[src/rtl/multi_step_gen.sv]
// -----------------------------------------------------------------------------
// multi_step_gen
//
// Purpose: N_CH independent step/direction pulse generators. Each channel takes
// a move command (speed in steps/s, step count, direction), derives the step
// period K/speed with a serial restoring divider, then emits the requested
// number of step pulses. A move can be aborted at any point after acceptance.
//
// Ports:
//   clock_in     single clock, all state changes on its rising edge
//   reset_n      asynchronous active-low reset
//   cmd_valid    per-channel command request
//   cmd_ready    per-channel ready (high only while the channel is IDLE)
//   cmd_speed    channel i speed at [i*SPEED_W +: SPEED_W], steps/s
//   cmd_steps    channel i step count at [i*STEP_W +: STEP_W]
//   cmd_dir      requested direction
//   abort        stop the channel's move (ignored while IDLE)
//   step_out     step pulses, PULSE_W cycles high per step
//   dir_out      direction registered at command acceptance
//   busy         high while the channel is in CALC or RUN
//   done         one-cycle completion pulse
//   aborted      qualifies done: high together with done after an abort
//   dbg_state_o  channel i FSM state at [2*i +: 2] (0 IDLE, 1 CALC, 2 RUN)
//
// Handshake: a command transfers on a rising edge where cmd_valid and
// cmd_ready are both high for that channel. cmd_valid may be raised at any
// time and carries no obligation to hold; cmd_ready depends only on the
// channel's own state, never on cmd_valid.
// -----------------------------------------------------------------------------
module multi_step_gen #(
   parameter int N_CH    = 2,
   parameter int SPEED_W = 32,
   parameter int STEP_W  = 16,
   parameter int CNT_W   = 28,
   parameter int K       = 100000000,
   parameter int PULSE_W = 11
) (
   input  logic                      clock_in,
   input  logic                      reset_n,
   input  logic [N_CH-1:0]           cmd_valid,
   output logic [N_CH-1:0]           cmd_ready,
   input  logic [N_CH*SPEED_W-1:0]   cmd_speed,
   input  logic [N_CH*STEP_W-1:0]    cmd_steps,
   input  logic [N_CH-1:0]           cmd_dir,
   input  logic [N_CH-1:0]           abort,
   output logic [N_CH-1:0]           step_out,
   output logic [N_CH-1:0]           dir_out,
   output logic [N_CH-1:0]           busy,
   output logic [N_CH-1:0]           done,
   output logic [N_CH-1:0]           aborted,
   output logic [2*N_CH-1:0]         dbg_state_o
);

   localparam int DW = CNT_W + SPEED_W;      // divider working width
   localparam int CW = $clog2(SPEED_W + 1);  // CALC cycle counter width

   localparam logic [1:0] ST_IDLE = 2'd0;
   localparam logic [1:0] ST_CALC = 2'd1;
   localparam logic [1:0] ST_RUN  = 2'd2;

   localparam logic [CNT_W-1:0] MIN_P     = CNT_W'(2 * PULSE_W);
   localparam logic [CNT_W-1:0] PW_C      = CNT_W'(PULSE_W);
   localparam logic [CNT_W-1:0] K_C       = CNT_W'(K);
   localparam logic [CW-1:0]    CALC_LAST = CW'(SPEED_W - 1);

   for (genvar g = 0; g < N_CH; g++) begin : g_ch

      logic [1:0]         state_q, state_d;
      logic               ready_q, ready_d;
      logic               step_q, step_d;
      logic               dir_q, dir_d;
      logic               done_q, done_d;
      logic               abrt_q, abrt_d;
      logic [STEP_W-1:0]  steps_q, steps_d;
      logic [CNT_W-1:0]   period_q, period_d;
      logic [CNT_W-1:0]   cnt_q, cnt_d;
      logic [CNT_W-1:0]   rem_q, rem_d;
      logic [DW-1:0]      div_q, div_d;
      logic [SPEED_W-1:0] quot_q, quot_d;
      logic [CW-1:0]      calc_q, calc_d;

      logic [SPEED_W-1:0] spd;
      logic [STEP_W-1:0]  stp;
      logic               accept;
      logic               div_ge;
      logic [CNT_W-1:0]   rem_nx;
      logic [SPEED_W-1:0] quot_nx;
      logic               ovf;
      logic [CNT_W-1:0]   quot_cnt;

      always_comb begin
         state_d  = state_q;
         step_d   = step_q;
         dir_d    = dir_q;
         done_d   = 1'b0;
         abrt_d   = 1'b0;
         steps_d  = steps_q;
         period_d = period_q;
         cnt_d    = cnt_q;
         rem_d    = rem_q;
         div_d    = div_q;
         quot_d   = quot_q;
         calc_d   = calc_q;

         spd    = cmd_speed[g*SPEED_W +: SPEED_W];
         stp    = cmd_steps[g*STEP_W +: STEP_W];
         // ready_q is only ever high in IDLE, so it alone qualifies acceptance
         accept = cmd_valid[g] & ready_q;

         // One restoring-division step: div_q holds speed shifted to the
         // quotient bit being resolved, walking from MSB down to bit 0.
         div_ge  = (DW'(rem_q) >= div_q);
         rem_nx  = div_ge ? CNT_W'(DW'(rem_q) - div_q) : rem_q;
         quot_nx = (quot_q << 1) | SPEED_W'(div_ge);
         // On the final step div_q equals speed; a leftover remainder that is
         // still >= speed means the quotient did not fit in SPEED_W bits
         // (only possible when SPEED_W < CNT_W). Saturate in that case.
         ovf      = (DW'(rem_nx) >= div_q);
         quot_cnt = CNT_W'(quot_nx);

         case (state_q)
            ST_IDLE: begin
               if (accept) begin
                  dir_d   = cmd_dir[g];
                  steps_d = stp;
                  if ((spd == '0) || (stp == '0)) begin
                     done_d = 1'b1;
                  end else begin
                     state_d = ST_CALC;
                     calc_d  = '0;
                     rem_d   = K_C;
                     quot_d  = '0;
                     div_d   = DW'(spd) << (SPEED_W - 1);
                     cnt_d   = '0;
                  end
               end
            end

            ST_CALC: begin
               if (abort[g]) begin
                  state_d = ST_IDLE;
                  step_d  = 1'b0;
                  done_d  = 1'b1;
                  abrt_d  = 1'b1;
               end else begin
                  rem_d  = rem_nx;
                  quot_d = quot_nx;
                  div_d  = div_q >> 1;
                  calc_d = calc_q + CW'(1);
                  if (calc_q == CALC_LAST) begin
                     state_d = ST_RUN;
                     step_d  = 1'b1;
                     cnt_d   = '0;
                     if (ovf) begin
                        period_d = '1;
                     end else if (quot_cnt < MIN_P) begin
                        period_d = MIN_P;
                     end else begin
                        period_d = quot_cnt;
                     end
                  end
               end
            end

            ST_RUN: begin
               if (abort[g]) begin
                  state_d = ST_IDLE;
                  step_d  = 1'b0;
                  done_d  = 1'b1;
                  abrt_d  = 1'b1;
               end else if (cnt_q == (period_q - CNT_W'(1))) begin
                  // end of a full period: one step completed
                  steps_d = steps_q - STEP_W'(1);
                  if (steps_q == STEP_W'(1)) begin
                     state_d = ST_IDLE;
                     step_d  = 1'b0;
                     done_d  = 1'b1;
                  end else begin
                     cnt_d  = '0;
                     step_d = 1'b1;
                  end
               end else begin
                  cnt_d  = cnt_q + CNT_W'(1);
                  step_d = ((cnt_q + CNT_W'(1)) < PW_C);
               end
            end

            default: begin
               state_d = ST_IDLE;
               step_d  = 1'b0;
            end
         endcase

         // Registered so that ready stays low through reset and rises on the
         // first edge after release.
         ready_d = (state_d == ST_IDLE);
      end

      always_ff @(posedge clock_in or negedge reset_n) begin
         if (!reset_n) begin
            state_q  <= ST_IDLE;
            ready_q  <= 1'b0;
            step_q   <= 1'b0;
            dir_q    <= 1'b0;
            done_q   <= 1'b0;
            abrt_q   <= 1'b0;
            steps_q  <= '0;
            period_q <= '0;
            cnt_q    <= '0;
            rem_q    <= '0;
            div_q    <= '0;
            quot_q   <= '0;
            calc_q   <= '0;
         end else begin
            state_q  <= state_d;
            ready_q  <= ready_d;
            step_q   <= step_d;
            dir_q    <= dir_d;
            done_q   <= done_d;
            abrt_q   <= abrt_d;
            steps_q  <= steps_d;
            period_q <= period_d;
            cnt_q    <= cnt_d;
            rem_q    <= rem_d;
            div_q    <= div_d;
            quot_q   <= quot_d;
            calc_q   <= calc_d;
         end
      end

      assign cmd_ready[g]        = ready_q;
      assign step_out[g]         = step_q;
      assign dir_out[g]          = dir_q;
      assign busy[g]             = (state_q == ST_CALC) || (state_q == ST_RUN);
      assign done[g]             = done_q;
      assign aborted[g]          = abrt_q;
      assign dbg_state_o[2*g +: 2] = state_q;

   end

endmodule

[config.mk]
export PLATFORM = sky130hd
export DESIGN_NAME = multi_step_gen
export DESIGN_NICKNAME = d
export VERILOG_FILES = /design/src/rtl/multi_step_gen.sv
export SDC_FILE = /design/constraint.sdc
export NUM_CORES = 1
export LEC_CHECK = 0
export BUFFER_PORTS_ARGS = -buffer_cell sky130_fd_sc_hd__buf_2
export CAP_MARGIN = 40
export CORE_UTILIZATION = 40
export DETAILED_ROUTE_END_ITERATION = 12
export PLACE_DENSITY_LB_ADDON = 0.15
export SYNTH_ARGS = -nofsm -noshare
export SYNTH_HDL_FRONTEND = slang
export SYNTH_SLANG_ARGS = --single-unit
[constraint.sdc]
create_clock -name clock_in -period 6.4 [get_ports clock_in]
set_input_delay 0.96 -clock clock_in [delete_from_list [all_inputs] [get_ports clock_in]]
set_output_delay 0.96 -clock clock_in [all_outputs]
set_load 0.03 [all_outputs]
==> impl_metrics.json <==
{
  "synthTopCellsByArea": "dfrtp_1, ha_1, o21ai_0, nand2_1, nand3_1",
  "grt_pass1_wl_mm": 121.4,
  "boundaryPins": 120,
  "clock_skew_ps": 23.24,
  "worstSetupStartpointType": "register",
  "place_area_mm2": 0.02777,
  "clk_pin_slew_ps": 70,
  "r2r_cells": 24,
  "power.internal_mw": 5.397,
  "clk_latency_ps": 600,
  "cts_buffers": 47,
  "drc": 0,
  "power_frac_comb": 0.228,
  "crit_path_top_delay_cell": "or3b_2",
  "synth_area_per_cell_um2": 8.595,
  "crit_path_cell_trace": "inv_1 -> ha_1 -> inv_1 -> fa_1 -> a21oi_1 -> or3b_2 -> a311oi_1 -> nand2_1 -> a41oi_1 -> buf_4 -> a21o_1 -> buf_4 -> mux2_2 -> ha_1 -> a21o_1 -> a21oi_1 -> nor2b_1 -> o211ai_1 -> a31oi_1 -> o31a_1 -> o21ai_2 -> buf_4 -> and2_1 -> a31oi_1",
  "postCtsSetupBuffers": 0,
  "dp_hpwl_mm": 52.51,
  "syn_inst": 3077,
  "clkSinkCount": 400,
  "synth_commonest_cells": "dfrtp_1, nand2_1, o21ai_0",
  "route.detailed.wl_per_inst_um": 18.43,
  "layout-drive-gt1-share": 0.1103,
  "areaGrowthSynthToFinish_pct": 11.65,
  "synth_edf_count": 0,
  "htreeDepth": 2,
  "antenna_cells": 0,
  "syn-cell-area_mm2": 0.02645,
  "die_area_mm2": 0.06715,
  "timing.final.max_slew_violations": 0,
  "synth_top_area_share": 0.3785,
  "setup_violations": 0,
  "swShare": 0.3308,
  "antenna_found_initial": 0,
  "rows": 93,
  "grt_max_degree": 163,
  "yosysUniqueCellTypes": 91,
  "die_w_um": 259.1,
  "drt_first_pass_iters": 6,
  "cp.arrival_ps": 6040,
  "gp_congestion": 0.8844,
  "vias": 23250,
  "route.final.wire_length_mm": 73.37,
  "synth_seq_cells": 400,
  "cts_tree": "built",
  "syn-num-nets": 3315,
  "ant_nets": 0,
  "clockBufferDepth": 3,
  "finalHoldViolCount": 0,
  "ys_seq_area_frac": 0.3785,
  "hp-class": "input pin to async pin",
  "p_per_area_mw_per_mm2": 273.1,
  "max_slew_margin": 0.3499,
  "synthFlopType": "dfrtp_1",
  "track_usage": 0.2186,
  "rrSetupSlack_ps": 810,
  "critPathMaxStageDelay_ps": 490,
  "rsz0062_at_grt": "false",
  "fmax_ghz": 0.1789,
  "cts_root_buffer": "clkbuf_16",
  "synth.largest_area_cell": "dfrtp_1",
  "initial_utilization": 0.4073,
  "critPathMostFrequentCell": "buf_4",
  "die_h_um": 259.1,
  "ctsHoldBuffers": 0,
  "min_period_over_period": 0.8735,
  "num-fill-cells": 6268,
  "final_area_mm2": 0.02953,
  "core_area_mm2": 0.06493,
  "p_leak_nw": 13.06,
  "crit_type": "register to register",
  "port_buffers": 119,
  "power_switching_mw": 2.667,
  "critPathRequiredTime_ps": 6850,
  "overflow": 0,
  "maxCapViolations": 0,
  "cp_max_fo": 26,
  "period_minus_slack_ps": 5590,
  "tns_ps": 0,
  "vdd.ir_drop.worst_v": 0.0002200,
  "tightest_slew_ps": 975.2,
  "status": "finished, final reports clean",
  "clkPwrFrac": 0.381,
  "rr_endpoint": "g_ch[0].period_q[1]",
  "ys_warn_count": 0,
  "synth_most_common_cell": "dfrtp_1",
  "timing.rr.start": "g_ch[0].rem_q[0]",
  "synth-async-reset-ratio": 1.000,
  "cts_resized": 0,
  "post_drt_via_cell_ratio": 5.838,
  "end_kind": "register",
  "drtIter0Drc": 1584,
  "layout.nets": 3327,
  "p_seq_frac": 0.392,
  "grt_pass1_vias": 22580
}
-- flip-flops by register name, indices dropped and copies added, names as in the netlist --
signal,flops
g_ch.steps_q,32
g_ch.step_q,2
g_ch.dir_q,2
g_ch.state_q,4
g_ch.period_q,56
g_ch.div_q,120
g_ch.rem_q,56
g_ch.ready_q,2
g_ch.abrt_q,2
g_ch.done_q,2
g_ch.quot_q,54
g_ch.calc_q,12
g_ch.cnt_q,56
-- area by class of cell --
class	count	area, µm²	share of cell area
flip-flops and latches	400	10010	0.3390
clock inverters	24	414.1	0.01403
well taps	855	1070	0.03623
clock buffers	63	1348	0.04564
repair buffers	162	1017	0.03445
inverters	128	480.5	0.01627
multi-input cells	2350	15190	0.5144
-- per-layer routing --
metal,global-route usage,share of wire,vias up
li1,-,-,11290
met1,0.3141,0.48,11360
met2,0.3454,0.45,497
met3,0.02705,0.042,105
met4,0.05851,0.022,0
met5,0,0,-
-- cells by family after synthesis --
family	share of synthesized area
xor gates and xnor gates	0.04570
and+or+nand+nor	0.2335
adders and majority gates	0.06435
muxes	0.03932
AOI/OAI and AO/OA	0.1891
DFF	0.3785
buffers and inverters	0.04958
-- power by group through the flow --
stage	combinational [mW]	sequential, mW	clock (mW)
floorplan	1.31	3.12	0
detailed placement	1.84	3.20	0
global route	2.05	3.21	3.25
CTS	1.85	3.15	3.15
finish	1.84	3.16	3.07
global placement	1.78	3.18	0
-- placed cells by master (no fill, tap or decap), drive strengths merged, types with 69 or more instances in the layout --
master,count
nand3,207
dfrtp,400
nand2,339
o21ai,262
ha,132
a21oi,123
nor3,87
xnor2,81
nor4,84
mux2i,69
inv,130
buf,162
nor2,158
-- metrics by stage --
| stage | std cells | worst slack (ps) | power, mW | hold WS [ps] | util |
|---|---|---|---|---|---|
| 6_report | 3982 | 809.5 | 8.064 | 390.4 | 0.4548 |
| 5_1_grt | 3982 | 326.1 | 8.509 | 455.8 | 0.4548 |
| 4_1_cts | 3982 | 765.4 | 8.148 | 423.3 | 0.4548 |
| 3_5_place_dp | 3895 | 774.4 | 5.039 | 488.8 | 0.4276 |
| 3_3_place_gp | 3887 | 886.8 | 4.965 | 478.8 | 0.4261 |
| 2_1_floorplan | 3077 | 1254 | 4.430 | 460.8 | - |
-- critical path: cells and delay by family, from the launching register on --
kind                     cells  cell delay, ps
AND/OR/NAND/NOR              4             870
AO/OA/AOI/OAI               11            2220
multiplexers                 1             360
flip-flops                   1             350
buffers and inverters        5             920
adder cells (fa/ha/maj)      3             710
-- how the worst max path moves through the flow --
stage               slack, ps                  end        startpoint
finish                    810  g_ch[0].period_q[1]  g_ch[0].rem_q[0]
global route              330  g_ch[0].period_q[4]  g_ch[0].rem_q[0]
CTS                       770  g_ch[0].period_q[2]  g_ch[0].rem_q[0]
detailed placement        770  g_ch[0].period_q[2]  g_ch[0].rem_q[0]
global placement          890  g_ch[0].period_q[1]  g_ch[0].rem_q[0]
floorplan                1250  g_ch[0].period_q[0]  g_ch[0].div_q[0]
No activity file was read; power rests on OpenSTA's default activity.
